File: src/rtl/point_pkg.sv
// point_pkg: shared types and helpers for the point-population path.
//   DEFAULT_MAX_DIM / DEFAULT_COORD_W : default point dimension and coordinate width
//   coord_t  : one signed coordinate at the default width
//   state_t  : serializer FSM state (IDLE, SEND)
//   dim_ok() : 1 when 1 <= dim <= max_dim
package point_pkg;

    localparam int DEFAULT_MAX_DIM = 3;
    localparam int DEFAULT_COORD_W = 32;

    typedef logic signed [DEFAULT_COORD_W-1:0] coord_t;

    typedef enum logic [0:0] {
        IDLE = 1'b0,
        SEND = 1'b1
    } state_t;

    function automatic logic dim_ok(input int dim, input int max_dim);
        return (dim >= 1) && (dim <= max_dim);
    endfunction

endpackage

File: src/rtl/point_serializer.sv
// point_serializer: accepts one N-dimensional point per input handshake and
// streams its coordinates out one per beat, with index and last flag.
// Points with an out-of-range dimension are consumed and flagged on err_dim.
//
// Ports:
//   clk, rst_n          clock, asynchronous active-low reset
//   in_valid/in_ready   input point handshake
//   in_dim              coordinate count of the offered point
//   in_coords           packed coordinates, coord k at [k*COORD_W +: COORD_W]
//   out_valid/out_ready output beat handshake
//   out_coord           signed coordinate value of the current beat
//   out_idx             coordinate index of the current beat
//   out_last            current beat is the final coordinate of its point
//   err_dim             one-cycle pulse after a point with a bad dim is consumed
//   pt_count            points fully emitted since reset (wraps)
module point_serializer
    import point_pkg::*;
#(
    parameter int MAX_DIM = DEFAULT_MAX_DIM,
    parameter int COORD_W = DEFAULT_COORD_W,
    parameter int CNT_W   = 16,
    localparam int DIM_W  = $clog2(MAX_DIM + 1),
    localparam int IDX_W  = (MAX_DIM > 1) ? $clog2(MAX_DIM) : 1
) (
    input  logic                        clk,
    input  logic                        rst_n,
    input  logic                        in_valid,
    output logic                        in_ready,
    input  logic [DIM_W-1:0]            in_dim,
    input  logic [MAX_DIM*COORD_W-1:0]  in_coords,
    output logic                        out_valid,
    input  logic                        out_ready,
    output logic signed [COORD_W-1:0]   out_coord,
    output logic [IDX_W-1:0]            out_idx,
    output logic                        out_last,
    output logic                        err_dim,
    output logic [CNT_W-1:0]            pt_count
);

    state_t                             state_q;
    logic [DIM_W-1:0]                   dim_q;
    logic [IDX_W-1:0]                   idx_q;
    logic [MAX_DIM-1:0][COORD_W-1:0]    coord_q;
    logic                               err_q;
    logic [CNT_W-1:0]                   cnt_q;

    logic in_send;
    logic is_last;
    logic accept;
    logic good_dim;
    logic load;
    logic beat;

    assign in_send  = (state_q == SEND);
    assign is_last  = in_send && ((32'(idx_q) + 32'd1) == 32'(dim_q));

    // Ready in IDLE, or on the last beat of a point so the next point can
    // follow without a bubble.
    assign in_ready = !in_send || (out_ready && is_last);
    assign accept   = in_valid && in_ready;
    assign good_dim = dim_ok(int'(32'(in_dim)), MAX_DIM);
    assign load     = accept && good_dim;
    assign beat     = in_send && out_ready;

    assign out_valid = in_send;
    assign out_idx   = in_send ? idx_q : '0;
    assign out_last  = is_last;
    assign err_dim   = err_q;
    assign pt_count  = cnt_q;

    // NOTE: every output of an always_comb gets a default first so no path
    // leaves it unassigned, which would infer a latch.
    always_comb begin
        out_coord = '0;
        for (int k = 0; k < MAX_DIM; k++) begin
            if (in_send && (idx_q == IDX_W'(k))) begin
                out_coord = coord_q[k];
            end
        end
    end

    // NOTE: sequential state uses non-blocking assignments so every register
    // samples pre-edge values regardless of statement order.
    always_ff @(posedge clk or negedge rst_n) begin
        if (!rst_n) begin
            state_q <= IDLE;
            dim_q   <= '0;
            idx_q   <= '0;
            err_q   <= 1'b0;
            cnt_q   <= '0;
        end else begin
            err_q <= accept && !good_dim;

            if (beat && is_last) begin
                cnt_q <= cnt_q + CNT_W'(1);
            end

            case (state_q)
                IDLE: begin
                    if (load) begin
                        state_q <= SEND;
                        dim_q   <= in_dim;
                        idx_q   <= '0;
                    end
                end
                SEND: begin
                    if (beat) begin
                        if (!is_last) begin
                            idx_q <= idx_q + IDX_W'(1);
                        end else if (load) begin
                            dim_q <= in_dim;
                            idx_q <= '0;
                        end else begin
                            state_q <= IDLE;
                            idx_q   <= '0;
                        end
                    end
                end
                default: state_q <= IDLE;
            endcase
        end
    end

    // NOTE: the coordinate buffer has no reset; its contents are only
    // visible while in SEND, which is entered only after a fresh load.
    always_ff @(posedge clk) begin
        if (load) begin
            coord_q <= in_coords;
        end
    end

endmodule

File: config.mk
export PLATFORM = sky130hd
export DESIGN_NAME = point_serializer
export DESIGN_NICKNAME = d
export VERILOG_FILES = /design/src/rtl/point_pkg.sv /design/src/rtl/point_serializer.sv
export SDC_FILE = /design/constraint.sdc
export NUM_CORES = 1
export LEC_CHECK = 0
export ABC_CLOCK_PERIOD_IN_PS = 5200
export CAP_MARGIN = 0
export CORE_ASPECT_RATIO = 0.8
export CORE_UTILIZATION = 45
export DETAILED_ROUTE_END_ITERATION = 16
export PLACE_DENSITY_LB_ADDON = 0.2
export SLEW_MARGIN = 20
export SYNTH_ARGS = -nofsm -noshare
export SYNTH_HDL_FRONTEND = slang
export SYNTH_SLANG_ARGS = --single-unit
File: constraint.sdc
create_clock -name clk -period 5.2 [get_ports clk]
set_input_delay 1.04 -clock clk [delete_from_list [all_inputs] [get_ports clk]]
set_output_delay 1.04 -clock clk [all_outputs]
set_load 0.01 [all_outputs]
### Word level (Yosys, flattened, before mapping)

Index checks and enable logic that the tools add are counted.

* add/subtract/negate cells: 3
* $mul: 0
* div/mod/pow operators: 0
* order comparisons: 1
* eq/ne operators: 6
* shift-type cells: 0
* muxes and demuxes: 16
* bitwise operators: 1
* reductions and logical operators: 16

Operators by type and width (number)
* two-way mux 32 bit: 3
* adder 16 x 1 -> 16 bit, second input constant: 1
* two-way mux 2 bit: 7
* logical AND 1 bit: 10
* one-hot mux 2 bit (2 select lines): 2
* != test 2 x 1 -> 1 bit, second input constant: 2
* AND reduction 2 bit: 2
* adder 2 x 1 -> 3 bit, second input constant: 1
* equality test 3 x 2 -> 1 bit: 1
* two-way mux 1 bit: 3
* adder 2 x 1 -> 2 bit, second input constant: 1
* equality test 2 x 1 -> 1 bit, second input constant: 1
* equality test 2 bit, second input constant: 1
* greater-or-equal comparator 2 x 1 -> 1 bit, second input constant: 1
* logical NOT 1 bit: 2
* logical NOT 2 bit: 1
* != test 2 bit, second input constant: 1
* one-hot mux 1 bit (2 select lines): 1
* logical OR 1 bit: 1
* NOT 1 bit: 1

* register bits after elaboration: 118
* latch bits: 0
* bits in writable memories: 0
* bits in read-only memories: 0
* input bits: 102
* output and inout bits: 54
* word-level logic and storage cells: 51
* memories: 0

### Logic depth before layout (Yosys ltp)

* word-level depth: 11
* depth in mapped cells: 7
* gate-level depth less buffers: 6

### Worst setup path before layout

OpenSTA, ideal clock, no wires.

* path kind: register -> register
* start point: register idx_q[0]
* end point: register coord_q[0] (netlist name), enable pin
* setup time: 462 ps
* data arrival time: 3714 ps
* data required time: 4738 ps
* slack: 1024 ps
* cell stages (with the launch flop): 6
* buffers on the path: 0
* clock period less this slack: 4176 ps
* cells stage by stage: dfrtp_1 > inv_1 > ha_1 > xor2_2 > o41ai_4 > o21a_1

* word-level cells in the longest chain between the ends: 7

RTL lines
* start: declaration: RTL line point_serializer.sv:42 `logic [IDX_W-1:0] idx_q;`
* start signal: assignment: RTL line point_serializer.sv:109 `idx_q <= idx_q + IDX_W'(1);`
* adder 2 x 1 -> 3 bit: RTL line point_serializer.sv:55 `assign is_last = in_send && ((32'(idx_q) + 32'd1) == 32'(dim_q));`
* equality test 3 x 2 -> 1 bit: RTL line point_serializer.sv:55
* logical AND 1 bit: RTL line point_serializer.sv:55
* logical AND 1 bit: RTL line point_serializer.sv:59 `assign in_ready = !in_send || (out_ready && is_last);`
* logical OR 1 bit: RTL line point_serializer.sv:59
* logical AND 1 bit: RTL line point_serializer.sv:60 `assign accept = in_valid && in_ready;`
* logical AND 1 bit: RTL line point_serializer.sv:62 `assign load = accept && good_dim;`
* via load: RTL line point_serializer.sv:51 `logic load;`
* end signal: assignment: RTL line point_serializer.sv:128 `coord_q <= in_coords;`
* end: declaration: RTL line point_serializer.sv:43 `logic [MAX_DIM-1:0][COORD_W-1:0] coord_q;`

The timed path passes the listed nets, and every way through them passes these cells.
A chain may end at the register's enable or synchronous reset.

### Worst setup path after layout

* start point: register idx_q[0]
* end point: output out_coord[2]

* word-level cells in the longest chain between the ends: 5
* elaborated cells on any way between the ends: 9
* classes of those cells: 2 x eq/ne; 3 x mux; 4 x reduce/logical

RTL lines
* logical NOT 2 bit: RTL line point_serializer.sv:76 `if (in_send && (idx_q == IDX_W'(k))) begin`
* logical AND 1 bit: RTL line point_serializer.sv:76
* two-way mux 32 bit (2 in a row): RTL line point_serializer.sv:76
* two-way mux 32 bit (*): RTL line point_serializer.sv:76
* end: declaration: RTL line point_serializer.sv:33 `output logic signed [COORD_W-1:0] out_coord,`

Every way passes the cells marked *; elsewhere a longest branch is shown, timed or not.

==> impl_metrics.json <==
{
  "final_util_pct": 70.6,
  "grt_antenna_before_repair": 0,
  "critPathKind": "reg -> out",
  "coreArea_um2": 9810,
  "setup.worst_path.start_class": "flip-flop",
  "rsz0062_at_grt": "false",
  "synth.area.top_cells": "edfxtp_1 (62%), dfrtp_1 (12%), a22oi_1 (5.2%), a21oi_1 (3.5%), nor2_1 (3.0%)",
  "initial_core_util_pct": 47.0,
  "p_leak_nw": 2.47,
  "endpoint_kind": "primary output",
  "cts_setup_buffers": 0,
  "yosys_warnings": 0,
  "ctsHoldBuffers": 0,
  "clk_latency_ps": 400,
  "hold_violations": 0,
  "slew_headroom_pct": 28.6,
  "die_height_um": 92.6,
  "antenna-diode-count": 0,
  "outcome": "complete, no violations",
  "finalMaxSlewViolations": 0,
  "synth_nets": 417,
  "power_density_nw_per_um2": 572,
  "track_usage_pct": 20.2,
  "chipWidth_um": 115,
  "rows": 32,
  "worstPathMaxFanout": 25,
  "setup_ws_ps": 1000,
  "yosys.area.top_type": "edfxtp_1",
  "hpwl_um": 6770,
  "firstDrtPassIters": 4,
  "multi_input_area_um2": 1120,
  "final_cells": 621,
  "clock_sinks": 118,
  "port_buffers": 155,
  "grt_overflow": 0,
  "syn2layout_area_growth_pct": 50.1,
  "hold_path_class": "reg -> reg",
  "clk_pin_slew_ps": 50,
  "worst_pin_slew_ps": 1070,
  "peakVddDrop_v": 0.000342,
  "setup_violations": 0,
  "drive_gt1_share_pct": 9.28,
  "routedWlPerCell_um": 16.4,
  "maxCapViolations": 0,
  "syn_inst": 310,
  "place.gp.congestion": 0.794,
  "cts_resized": 0,
  "vias": 3178,
  "wirelength_um": 10200,
  "syn_area_um2": 4610,
  "grt_pass1_wl_um": 15700,
  "dp.cells": 589,
  "via_per_inst": 5.12,
  "dieArea_um2": 10700,
  "arrival_ps": 3160,
  "max_freq_ghz": 0.238,
  "fin_skew_ps": 8.50,
  "cts_tree": "done",
  "numCtsBuffers": 17,
  "synth_seq_area_share_pct": 74.4,
  "syn-mean-instance-area_um2": 14.9,
  "ioPinCount": 156,
  "required_ps": 4160,
  "drt_iter0_markers": 220,
  "layout_min_cycle_time_ps": 4200,
  "regArea_um2": 3430,
  "grt_pass1_vias": 3260,
  "grt_max_degree": 97,
  "synth_seq_cells": 118,
  "layout_commonest_cell": "clkdlybuf4s50_1",
  "cts-htree-levels": 4,
  "layout_common_cells": "clkdlybuf4s50_1 (154), edfxtp_1 (96), nor2_1 (36)",
  "ant_nets": 0,
  "fin_setup_tns_ps": 0,
  "synth_top_area_share_pct": 62.5,
  "num-nets-final": 579,
  "synthDistinctLibCells": 34,
  "final.period_utilization_pct": 80.7,
  "drc_errors": 0,
  "dp_slack_ps": 1390,
  "clk_path_buf_depth": 2,
  "nFillCells": 670,
  "root_buffer": "clkbuf_16"
}
## state kept, by name, indices dropped and copies added, names as in the netlist
| name | flops |
|---|---|
| idx_q | 2 |
| dim_q | 2 |
| out_valid | 1 |
| coord_q | 96 |
| err_dim | 1 |
| pt_count | 16 |
## power breakdown
part | switching [mW] | total, mW | internal [mW]
clock network | 0.404 | 1.18 | 0.775
registers | 0.0920 | 1.36 | 1.27
logic | 0.715 | 1.43 | 0.712
total | 1.21 | 3.96 | 2.75
## cell usage after synthesis, drive strengths merged
master / n
nor4b: 1
nor3b: 1
buf: 2
nand4: 7
clkbuf: 13
nand3b: 1
dfrtp: 22
a22o: 2
nand4b: 1
nand3: 6
nand2b: 1
nor4: 2
and4: 2
xor2: 2
nand2: 16
nor2: 37
a21o: 1
edfxtp: 96
a22oi: 32
and2: 2
mux2: 1
o21a: 2
o41ai: 2
a21oi: 32
ha: 5
nor3: 2
xnor2: 15
inv: 3
o21ai: 1
## worst paths after layout
check / from / endpoint / slack [ps] / depth (start not counted)
max: idx_q[0]$_DFFE_PN0P_ / out_coord[2] / 1000 / 6
min: pt_count[15]$_DFFE_PN0P_ / pt_count[15]$_DFFE_PN0P_ / 480 / 1
max reg2reg: idx_q[0]$_DFFE_PN0P_ / coord_q[59]$_DFFE_PP_ / 2560 / 6
min reg2reg: pt_count[15]$_DFFE_PN0P_ / pt_count[15]$_DFFE_PN0P_ / 480 / 1
max in group asynchronous: rst_n / pt_count[13]$_DFFE_PN0P_ / 4260 / 1
min in group asynchronous: rst_n / dim_q[0]$_DFFE_PN0P_ / 600 / 1
## area by class of cell
class | count | share of cell area, %
clock buffers | 19 | 6.54
clock inverters | 13 | 2.22
inverters | 3 | 0.163
multi-input cells | 174 | 16.2
flip-flops and latches | 118 | 49.6
well taps | 136 | 2.46
repair buffers | 158 | 22.8
## per-layer routing
metal  share of wire (%)  vias to the layer above  GRT usage (%)
met4                0.64                        0           8.01
met1                  43                     1544           24.0
met2                  48                      124           32.3
li1                    -                     1504              -
met5                   0                        -              0
met3                 8.3                        6           8.64
## stage by stage
stage	total power [mW]	hold WS [ps]	cell area [µm²]
2_1_floorplan	2.10	485	4610
3_3_place_gp	2.79	478	6320
3_5_place_dp	2.81	482	6320
4_1_cts	4.01	489	6930
5_1_grt	4.16	520	6930
6_report	3.96	485	6930
## cell families (layout without fill, tap and decap cells)
| group | count (synthesis) | after routing | share of synthesized area, % |
|---|---|---|---|
| XOR/XNOR | 17 | 17 | 3.55 |
| AND/OR/NAND/NOR | 79 | 79 | 8.35 |
| buffers and inverters | 18 | 193 | 1.65 |
| AO/OA/AOI/OAI | 72 | 72 | 10.4 |
| adder cells (fa/ha/maj) | 5 | 5 | 1.36 |
| multiplexers | 1 | 1 | 0.244 |
| flip-flops | 118 | 118 | 74.4 |
## critical path, cell delays in order, from the launching register on
cell	delay, ps
dfrtp_1	470
ha_1	220
and2_1	850
buf_4	310
a22oi_1	110
a21oi_1	220
clkdlybuf4s50_1	560
No activity file was read; power rests on OpenSTA's default activity.
